===== src/rtl/io_cycle_master_if.sv =====
// Handshake and bus signals of the Z80-style I/O cycle initiator.
// The master modport is the initiator's view. The slave modport is the
// requester/responder view used by whoever drives the block.
interface io_cycle_master_if;
  logic        req;
  logic        we;
  logic [15:0] addr;
  logic [7:0]  wdata;
  logic        busy;
  logic        done;
  logic [7:0]  rdata;
  logic [15:0] bus_a;
  logic [7:0]  bus_d_out;
  logic        bus_d_oe;
  logic        bus_ioreq;
  logic        bus_rd;
  logic        bus_wr;
  logic [7:0]  bus_d_in;
  logic        bus_wait;

  modport master (
    input  req, we, addr, wdata, bus_d_in, bus_wait,
    output busy, done, rdata, bus_a, bus_d_out, bus_d_oe,
           bus_ioreq, bus_rd, bus_wr
  );

  modport slave (
    output req, we, addr, wdata, bus_d_in, bus_wait,
    input  busy, done, rdata, bus_a, bus_d_out, bus_d_oe,
           bus_ioreq, bus_rd, bus_wr
  );
endinterface


===== src/rtl/io_cycle_master.sv =====
// Z80-style I/O cycle initiator: IDLE -> T1 -> T2 -> TW (repeats while
// bus_wait) -> T3 -> IDLE. Each T-state spans T_CLKS clk28 periods.
// Every output is a register. The comb process computes next values and
// the sequential process loads them.
module io_cycle_master #(
  parameter int T_CLKS = 8
) (
  input  logic             clk28,
  input  logic             rst,
  io_cycle_master_if.master bus_if
);
  localparam int CW = $clog2(T_CLKS);
  localparam logic [CW-1:0] LAST = CW'(T_CLKS - 1);

  typedef enum logic [2:0] {ST_IDLE, ST_T1, ST_T2, ST_TW, ST_T3} state_t;

  state_t         r_state, w_state_nx;
  logic [CW-1:0]  r_cnt, w_cnt_nx;
  logic           r_we, w_we_nx;
  logic           r_busy, w_busy_nx;
  logic           r_done, w_done_nx;
  logic [7:0]     r_rdata, w_rdata_nx;
  logic [15:0]    r_bus_a, w_a_nx;
  logic [7:0]     r_bus_d_out, w_dout_nx;
  logic           r_bus_d_oe, w_doe_nx;
  logic           r_bus_ioreq, w_ioreq_nx;
  logic           r_bus_rd, w_rd_nx;
  logic           r_bus_wr, w_wr_nx;
  logic           w_last;

  // The final clock of the current T-state.
  assign w_last = (r_cnt == LAST);

  // State register and registered outputs. Reset aborts any cycle at once.
  always_ff @(posedge clk28 or posedge rst) begin
    if (rst) begin
      r_state     <= ST_IDLE;
      r_cnt       <= '0;
      r_we        <= 1'b0;
      r_busy      <= 1'b0;
      r_done      <= 1'b0;
      r_rdata     <= '0;
      r_bus_a     <= '0;
      r_bus_d_out <= '0;
      r_bus_d_oe  <= 1'b0;
      r_bus_ioreq <= 1'b0;
      r_bus_rd    <= 1'b0;
      r_bus_wr    <= 1'b0;
    end else begin
      r_state     <= w_state_nx;
      r_cnt       <= w_cnt_nx;
      r_we        <= w_we_nx;
      r_busy      <= w_busy_nx;
      r_done      <= w_done_nx;
      r_rdata     <= w_rdata_nx;
      r_bus_a     <= w_a_nx;
      r_bus_d_out <= w_dout_nx;
      r_bus_d_oe  <= w_doe_nx;
      r_bus_ioreq <= w_ioreq_nx;
      r_bus_rd    <= w_rd_nx;
      r_bus_wr    <= w_wr_nx;
    end
  end

  // Next state, T-state counter and next output values. Everything holds by
  // default. done is a single-clock pulse, so it defaults low.
  always_comb begin
    w_state_nx = r_state;
    w_cnt_nx   = r_cnt;
    w_we_nx    = r_we;
    w_busy_nx  = r_busy;
    w_done_nx  = 1'b0;
    w_rdata_nx = r_rdata;
    w_a_nx     = r_bus_a;
    w_dout_nx  = r_bus_d_out;
    w_doe_nx   = r_bus_d_oe;
    w_ioreq_nx = r_bus_ioreq;
    w_rd_nx    = r_bus_rd;
    w_wr_nx    = r_bus_wr;
    unique case (r_state)
      ST_IDLE: begin
        // req is only looked at here, so a request during a cycle is dropped.
        if (bus_if.req) begin
          w_state_nx = ST_T1;
          w_cnt_nx   = '0;
          w_we_nx    = bus_if.we;
          w_busy_nx  = 1'b1;
          w_a_nx     = bus_if.addr;
          if (bus_if.we) begin
            w_doe_nx  = 1'b1;
            w_dout_nx = bus_if.wdata;
          end
        end
      end
      ST_T1: begin
        if (w_last) begin
          w_state_nx = ST_T2;
          w_cnt_nx   = '0;
          w_ioreq_nx = 1'b1;
          w_rd_nx    = ~r_we;
          w_wr_nx    = r_we;
        end else begin
          w_cnt_nx = r_cnt + CW'(1);
        end
      end
      ST_T2: begin
        if (w_last) begin
          w_state_nx = ST_TW;
          w_cnt_nx   = '0;
        end else begin
          w_cnt_nx = r_cnt + CW'(1);
        end
      end
      ST_TW: begin
        // bus_wait matters only on the edge that closes a TW.
        if (w_last) begin
          w_cnt_nx = '0;
          if (!bus_if.bus_wait) w_state_nx = ST_T3;
        end else begin
          w_cnt_nx = r_cnt + CW'(1);
        end
      end
      ST_T3: begin
        if (w_last) begin
          w_state_nx = ST_IDLE;
          w_cnt_nx   = '0;
          w_busy_nx  = 1'b0;
          w_done_nx  = 1'b1;
          w_doe_nx   = 1'b0;
          w_ioreq_nx = 1'b0;
          w_rd_nx    = 1'b0;
          w_wr_nx    = 1'b0;
          if (!r_we) w_rdata_nx = bus_if.bus_d_in;
        end else begin
          w_cnt_nx = r_cnt + CW'(1);
        end
      end
      default: begin
        w_state_nx = ST_IDLE;
        w_cnt_nx   = '0;
      end
    endcase
  end

  assign bus_if.busy      = r_busy;
  assign bus_if.done      = r_done;
  assign bus_if.rdata     = r_rdata;
  assign bus_if.bus_a     = r_bus_a;
  assign bus_if.bus_d_out = r_bus_d_out;
  assign bus_if.bus_d_oe  = r_bus_d_oe;
  assign bus_if.bus_ioreq = r_bus_ioreq;
  assign bus_if.bus_rd    = r_bus_rd;
  assign bus_if.bus_wr    = r_bus_wr;
endmodule


===== src/flat_wrapper.sv =====
// flat-port wrapper written by rule: the top's interface ports become plain ports
module io_cycle_master_flat 
#(
  parameter int T_CLKS = 8
)
  (clk28, rst, bus_if_req, bus_if_we, bus_if_addr, bus_if_wdata, bus_if_bus_d_in, bus_if_bus_wait, bus_if_busy, bus_if_done, bus_if_rdata, bus_if_bus_a, bus_if_bus_d_out, bus_if_bus_d_oe, bus_if_bus_ioreq, bus_if_bus_rd, bus_if_bus_wr);
  io_cycle_master_if bus_if_i ();
  input  logic clk28;
  input  logic rst;
  input wire logic [$bits(bus_if_i.req)-1:0] bus_if_req;
  input wire logic [$bits(bus_if_i.we)-1:0] bus_if_we;
  input wire logic [$bits(bus_if_i.addr)-1:0] bus_if_addr;
  input wire logic [$bits(bus_if_i.wdata)-1:0] bus_if_wdata;
  input wire logic [$bits(bus_if_i.bus_d_in)-1:0] bus_if_bus_d_in;
  input wire logic [$bits(bus_if_i.bus_wait)-1:0] bus_if_bus_wait;
  output wire logic [$bits(bus_if_i.busy)-1:0] bus_if_busy;
  output wire logic [$bits(bus_if_i.done)-1:0] bus_if_done;
  output wire logic [$bits(bus_if_i.rdata)-1:0] bus_if_rdata;
  output wire logic [$bits(bus_if_i.bus_a)-1:0] bus_if_bus_a;
  output wire logic [$bits(bus_if_i.bus_d_out)-1:0] bus_if_bus_d_out;
  output wire logic [$bits(bus_if_i.bus_d_oe)-1:0] bus_if_bus_d_oe;
  output wire logic [$bits(bus_if_i.bus_ioreq)-1:0] bus_if_bus_ioreq;
  output wire logic [$bits(bus_if_i.bus_rd)-1:0] bus_if_bus_rd;
  output wire logic [$bits(bus_if_i.bus_wr)-1:0] bus_if_bus_wr;
  assign bus_if_i.req = bus_if_req;
  assign bus_if_i.we = bus_if_we;
  assign bus_if_i.addr = bus_if_addr;
  assign bus_if_i.wdata = bus_if_wdata;
  assign bus_if_i.bus_d_in = bus_if_bus_d_in;
  assign bus_if_i.bus_wait = bus_if_bus_wait;
  assign bus_if_busy = bus_if_i.busy;
  assign bus_if_done = bus_if_i.done;
  assign bus_if_rdata = bus_if_i.rdata;
  assign bus_if_bus_a = bus_if_i.bus_a;
  assign bus_if_bus_d_out = bus_if_i.bus_d_out;
  assign bus_if_bus_d_oe = bus_if_i.bus_d_oe;
  assign bus_if_bus_ioreq = bus_if_i.bus_ioreq;
  assign bus_if_bus_rd = bus_if_i.bus_rd;
  assign bus_if_bus_wr = bus_if_i.bus_wr;
  io_cycle_master #(.T_CLKS(T_CLKS)) u_core (.clk28(clk28), .rst(rst), .bus_if(bus_if_i));
endmodule

===== config.mk =====
export PLATFORM = sky130hd
export DESIGN_NAME = io_cycle_master_flat
export DESIGN_NICKNAME = d
export VERILOG_FILES = /design/src/rtl/io_cycle_master_if.sv /design/src/rtl/io_cycle_master.sv /design/src/flat_wrapper.sv
export SDC_FILE = /design/constraint.sdc
export NUM_CORES = 1
export LEC_CHECK = 0
export ABC_AREA = 1
export BUFFER_PORTS_ARGS = -buffer_cell sky130_fd_sc_hd__buf_2
export CAP_MARGIN = 5
export CORE_MARGIN = 5
export CORE_UTILIZATION = 48
export CTS_CLUSTER_DIAMETER = 80
export DETAILED_ROUTE_END_ITERATION = 8
export PLACE_DENSITY_LB_ADDON = 0.2
export SLEW_MARGIN = 20
export SYNTH_ARGS = -nofsm -noshare
export SYNTH_HDL_FRONTEND = slang
export SYNTH_SLANG_ARGS = --single-unit

===== constraint.sdc =====
create_clock -name clk28 -period 1.65 [get_ports clk28]
set_clock_uncertainty 0.05 [all_clocks]
set_input_delay 0.33 -clock clk28 [delete_from_list [all_inputs] [get_ports clk28]]
set_output_delay 0.33 -clock clk28 [all_outputs]
set_load 0.02 [all_outputs]

Yosys cells after proc, flatten, opt, wreduce, memory -nomap -nowiden

Index checks and enable logic that the tools add are counted.

Word-level logic and storage cells: 61
Register bits: 45
Output and inout port bits: 38

Multiplexer cells: 24
Add/subtract/negate cells: 1
Equality and inequality tests: 12
Reductions and logical operators: 11
Bitwise logic cells: 1

Operators with widths:

| operator                                              | count |
|---|---|
| two-way mux 3 bit                                     | 8 |
| case mux 3 bit (5 select lines)                       | 1 |
| AND reduction 3 bit                                   | 4 |
| case mux 1 bit (2 select lines)                       | 5 |
| two-way mux 1 bit                                     | 9 |
| inequality test 2 x 1 -> 1 bit, second input constant | 4 |
| == test 3 x 2 -> 1 bit, second input constant         | 2 |
| == test 3 bit, second input constant                  | 2 |
| inequality test 2 bit, second input constant          | 3 |
| case mux 3 bit (2 select lines)                       | 1 |
| AND reduction 6 bit                                   | 1 |
| AND reduction 4 bit                                   | 1 |
| nonzero test 2 bit                                    | 2 |
| OR reduction 4 bit                                    | 1 |
| adder 3 x 1 -> 3 bit, second input constant           | 1 |
| == test 3 x 1 -> 1 bit, second input constant         | 1 |
| zero test 3 bit                                       | 1 |
| AND reduction 2 bit                                   | 1 |
| NOT 1 bit                                             | 1 |

Logic depth before layout (Yosys ltp)

Depth after elaboration: 3
Gate-level depth with buffers: 8
Gate-level depth less buffers: 8

Worst setup path after synthesis

Ideal clock, no wire load.

Path type: register to register
Start: reg u_core.r_cnt[0]
End: reg u_core.r_rdata[0] (netlist: u_core.bus_if.rdata[0])
Clock period less this slack: 1.358 ns
Stages on the path, launching flop included: 9
Arrival: 1.243 ns
Path buffers: 1
Setup slack: 0.292 ns
Required time: 1.535 ns
Cells stage by stage: dfrtp_1 ha_1 ha_1 inv_1 nor2_4 inv_2 buf_6 o21ai_1 nand2_1

Longest elaborated chain between the ends: 2

RTL lines:

| what                          | line                  | source |
|---|---|---|
| start: declaration            | io_cycle_master.sv:18 | `logic [CW-1:0] r_cnt, w_cnt_nx;` |
| start signal: assignment      | io_cycle_master.sv:51 | `r_cnt <= w_cnt_nx;` |
| == test 3 bit                 | io_cycle_master.sv:32 | `assign w_last = (r_cnt == LAST);` |
| AND reduction 3 bit (no line) | --                    |  |
| end signal: assignment        | io_cycle_master.sv:55 | `r_rdata <= w_rdata_nx;` |
| end: declaration              | io_cycle_master.sv:22 | `logic [7:0] r_rdata, w_rdata_nx;` |

Every way passes these cells.
A chain may end at the register's enable or synchronous reset.

Final worst setup path

Start: reg u_core.r_cnt[0]
End: reg u_core.r_rdata[2] (netlist: u_core.bus_if.rdata[2])

Same word-level chain as after synthesis.

==> impl_metrics.toml <==
[logic_synthesis]
ys_seq_elements = 45
yosysUniqueCellTypes = 17
synth_most_common_cell = "nand2_1"
synth_cells = 211
yosysTopAreaCellShare_pct = 59.8
synth-async-reset-ratio_pct = 100
synth_fp_nets = 250
synthFlopType = "dfrtp_1"
seq_area_frac_synth_pct = 59.8
synth_edf_count = 0
ys.warnings.count = 0
avgSynthCellArea_um2 = 8.93
ys_top_cells_by_area = "dfrtp_1 (60%), nand2_1 (21%), nand3_1 (4.5%)"
yosys.area.top_type = "dfrtp_1"
synth_common_cells = "nand2_1 (106), dfrtp_1 (45), nand3_1 (17), o21ai_1 (8), inv_1 (7)"
synth_area_um2 = 1880

[cts]
cts.sink_count = 45
worstSkewPairLatency_ps = 290
numCtsBuffers = 5
tritoncts = "built"
cts_hold_buf = 0
cts-root-buf = "clkbuf_8"
cts_buffer_depth = 2
clk_pin_slew_ps = 80
cts_max_level = 2

[sta]
grt_setup_unrepaired = "no"
drv_slew = 0
fmax_mhz = 650
hold_viol = 0
slew_headroom_pct = 65.1
postLayoutSetupSlackWorst_ps = 112
tns_ps = 0
timing.final.crit_period_ps = 1540
finalCritPeriodShare_pct = 93.2
finalSetupViolations = 0
worst_slew_pin_slew_ps = 523

[route]
drc = 0
vias = 1574
drtPass1Iterations = 4
wl_per_cell_um = 11.9
vias_per_cell = 4.67
drtIter0Drc = 71
routed_wl_mm = 4.02
drtAntennaViolNets = 0

[placement]
dp.cells = 329
place_hpwl_mm = 3.05
gp_congestion = 0.776
pre_cts_ws_ps = 55.3
io_buffers = 74

[worst_setup_path]
path_max_fanout = 11
start_kind = "flip-flop"
arrival_ps = 1660
endpoint_kind = "flip-flop"
cp_data_required_time_ps = 1780
criticalPathCategory = "reg2reg"

[die]
io_pins = 75
start_util_pct = 50.3
die_w_um = 72.7
rows = 22
core_area_um2 = 3740
die_h_um = 72.7
die_area_um2 = 5280

[pwr]
combPwrFrac_pct = 40.5
p_switching_uw = 1840
power_frac_seq_pct = 40.8
clkPwrFrac_pct = 18.6
p_int_uw = 2610
swShare_pct = 41.4
peakVddDrop_uv = 902
p_leak_uw = 0.00136
pwr_density_cell_nw_per_um2 = 1850

[global_route]
track_usage_pct = 17.0
grt_pass1_wl_mm = 7.02
antenna_found_initial = 0
grt_pass1_vias = 1582
overflow = 0
grt_max_degree = 25

[layout]
drive_gt1_share_pct = 32.5
fill_cells = 342
instances_no_fill = 337
area_growth_pct = 28.0
nNetsFinal = 327
diodes = 0

[status]
outcome = "finished, final reports clean"

[job]
maxCapViolations = 0

[hold_path]
min_path_type = "in2async"
## sequential cells by signal, indices dropped and copies added (netlist names)
signal                   cells
u_core.bus_if.bus_a         16
u_core.bus_if.bus_d_out      8
u_core.bus_if.rdata          8
u_core.r_cnt                 3
u_core.r_state               3
u_core.bus_if.bus_d_oe       1
u_core.bus_if.bus_ioreq      1
u_core.bus_if.bus_rd         1
u_core.bus_if.bus_wr         1
u_core.bus_if.busy           1
u_core.bus_if.done           1
u_core.r_we                  1
## cells in the final DEF, fill, tap and decap left out, types with 3 or more instances in the layout
cell type and instances:
buf_2 74, clkbuf_8 6, dfrtp_1 45, inv_1 6, inv_2 3, nand2_1 106, nand2_2 3, nand3_1 17
nor2_4 3, o21ai_0 6, o21ai_1 8
## path summary, 6_finish.rpt
check / start / end / slack, ps / cells past startpoint
max reg2reg: u_core.r_cnt[0] / u_core.bus_if.rdata[2] / 110 / 8
max: u_core.r_cnt[0] / u_core.bus_if.rdata[2] / 110 / 8
max in group asynchronous: rst / u_core.bus_if.rdata[0] / 1050 / 3
min reg2reg: u_core.bus_if.bus_a[10] / u_core.bus_if.bus_a[10] / 420 / 2
min in group clk28: bus_if_addr[2] / u_core.bus_if.bus_a[2] / 180 / 3
min: rst / u_core.r_cnt[2] / 20 / 2
## timing repair
item / in CTS / in global routing
gates resized for setup: 0 / 1
setup buffers: 0 / 0
endpoints found under the setup margin: 0 / 8
## logic make-up after synthesis
| group | synth area share (%) |
|---|---|
| flip-flops | 59.8 |
| AO/OA/AOI/OAI | 3.72 |
| buffers and inverters | 4.58 |
| AND/OR/NAND/NOR | 30.6 |
| adder cells (fa/ha/maj) | 1.33 |
## worst max-delay path, cell delays in order, from the launching register on
cell and delay (ps):
dfrtp_1 400, ha_1 210, ha_1 200, inv_1 160, nor2_4 70, inv_4 120
nor2_4 70, nand2_1 80, nand2_1 60
## per-stage QoR
step	hold WS (ps)	power, µW	instance area, µm²	util, %
2_1_floorplan	397	3090	1880	-
3_3_place_gp	348	3640	2290	61.3
3_5_place_dp	349	3670	2290	61.3
4_1_cts	25.7	4520	2410	64.4
5_1_grt	51.4	4840	2410	64.4
6_report	19.1	4450	2410	64.4
## per-layer routing
layer	wire, µm	track usage (%)	vias to the layer above	part of all wire (%)
li1	-	-	814	-
met1	1830	22.7	698	46
met5	0	0	-	0
met2	1790	25.7	60	45
met3	379	6.20	2	9.4
met4	16	5.53	0	0.40
## layout make-up
type	instances	area (µm²)	area share (%)
multi-input combinational	150	672	27.9
sequential	45	1130	46.7
clock buffer	7	86.3	3.58
tap	48	60.1	2.49
inverter	10	40.0	1.66
timing repair buffer	76	398	16.5
clock inverter	1	30.0	1.24
## power by group through the flow
stage,Clock (µW),Combinational [µW],Sequential [µW]
floorplan,0,907,2190
global placement,0,1800,1830
detailed placement,0,1840,1830
CTS,858,1840,1820
global route,911,2050,1880
finish,831,1810,1820
(Power assumes the default switching activity.)
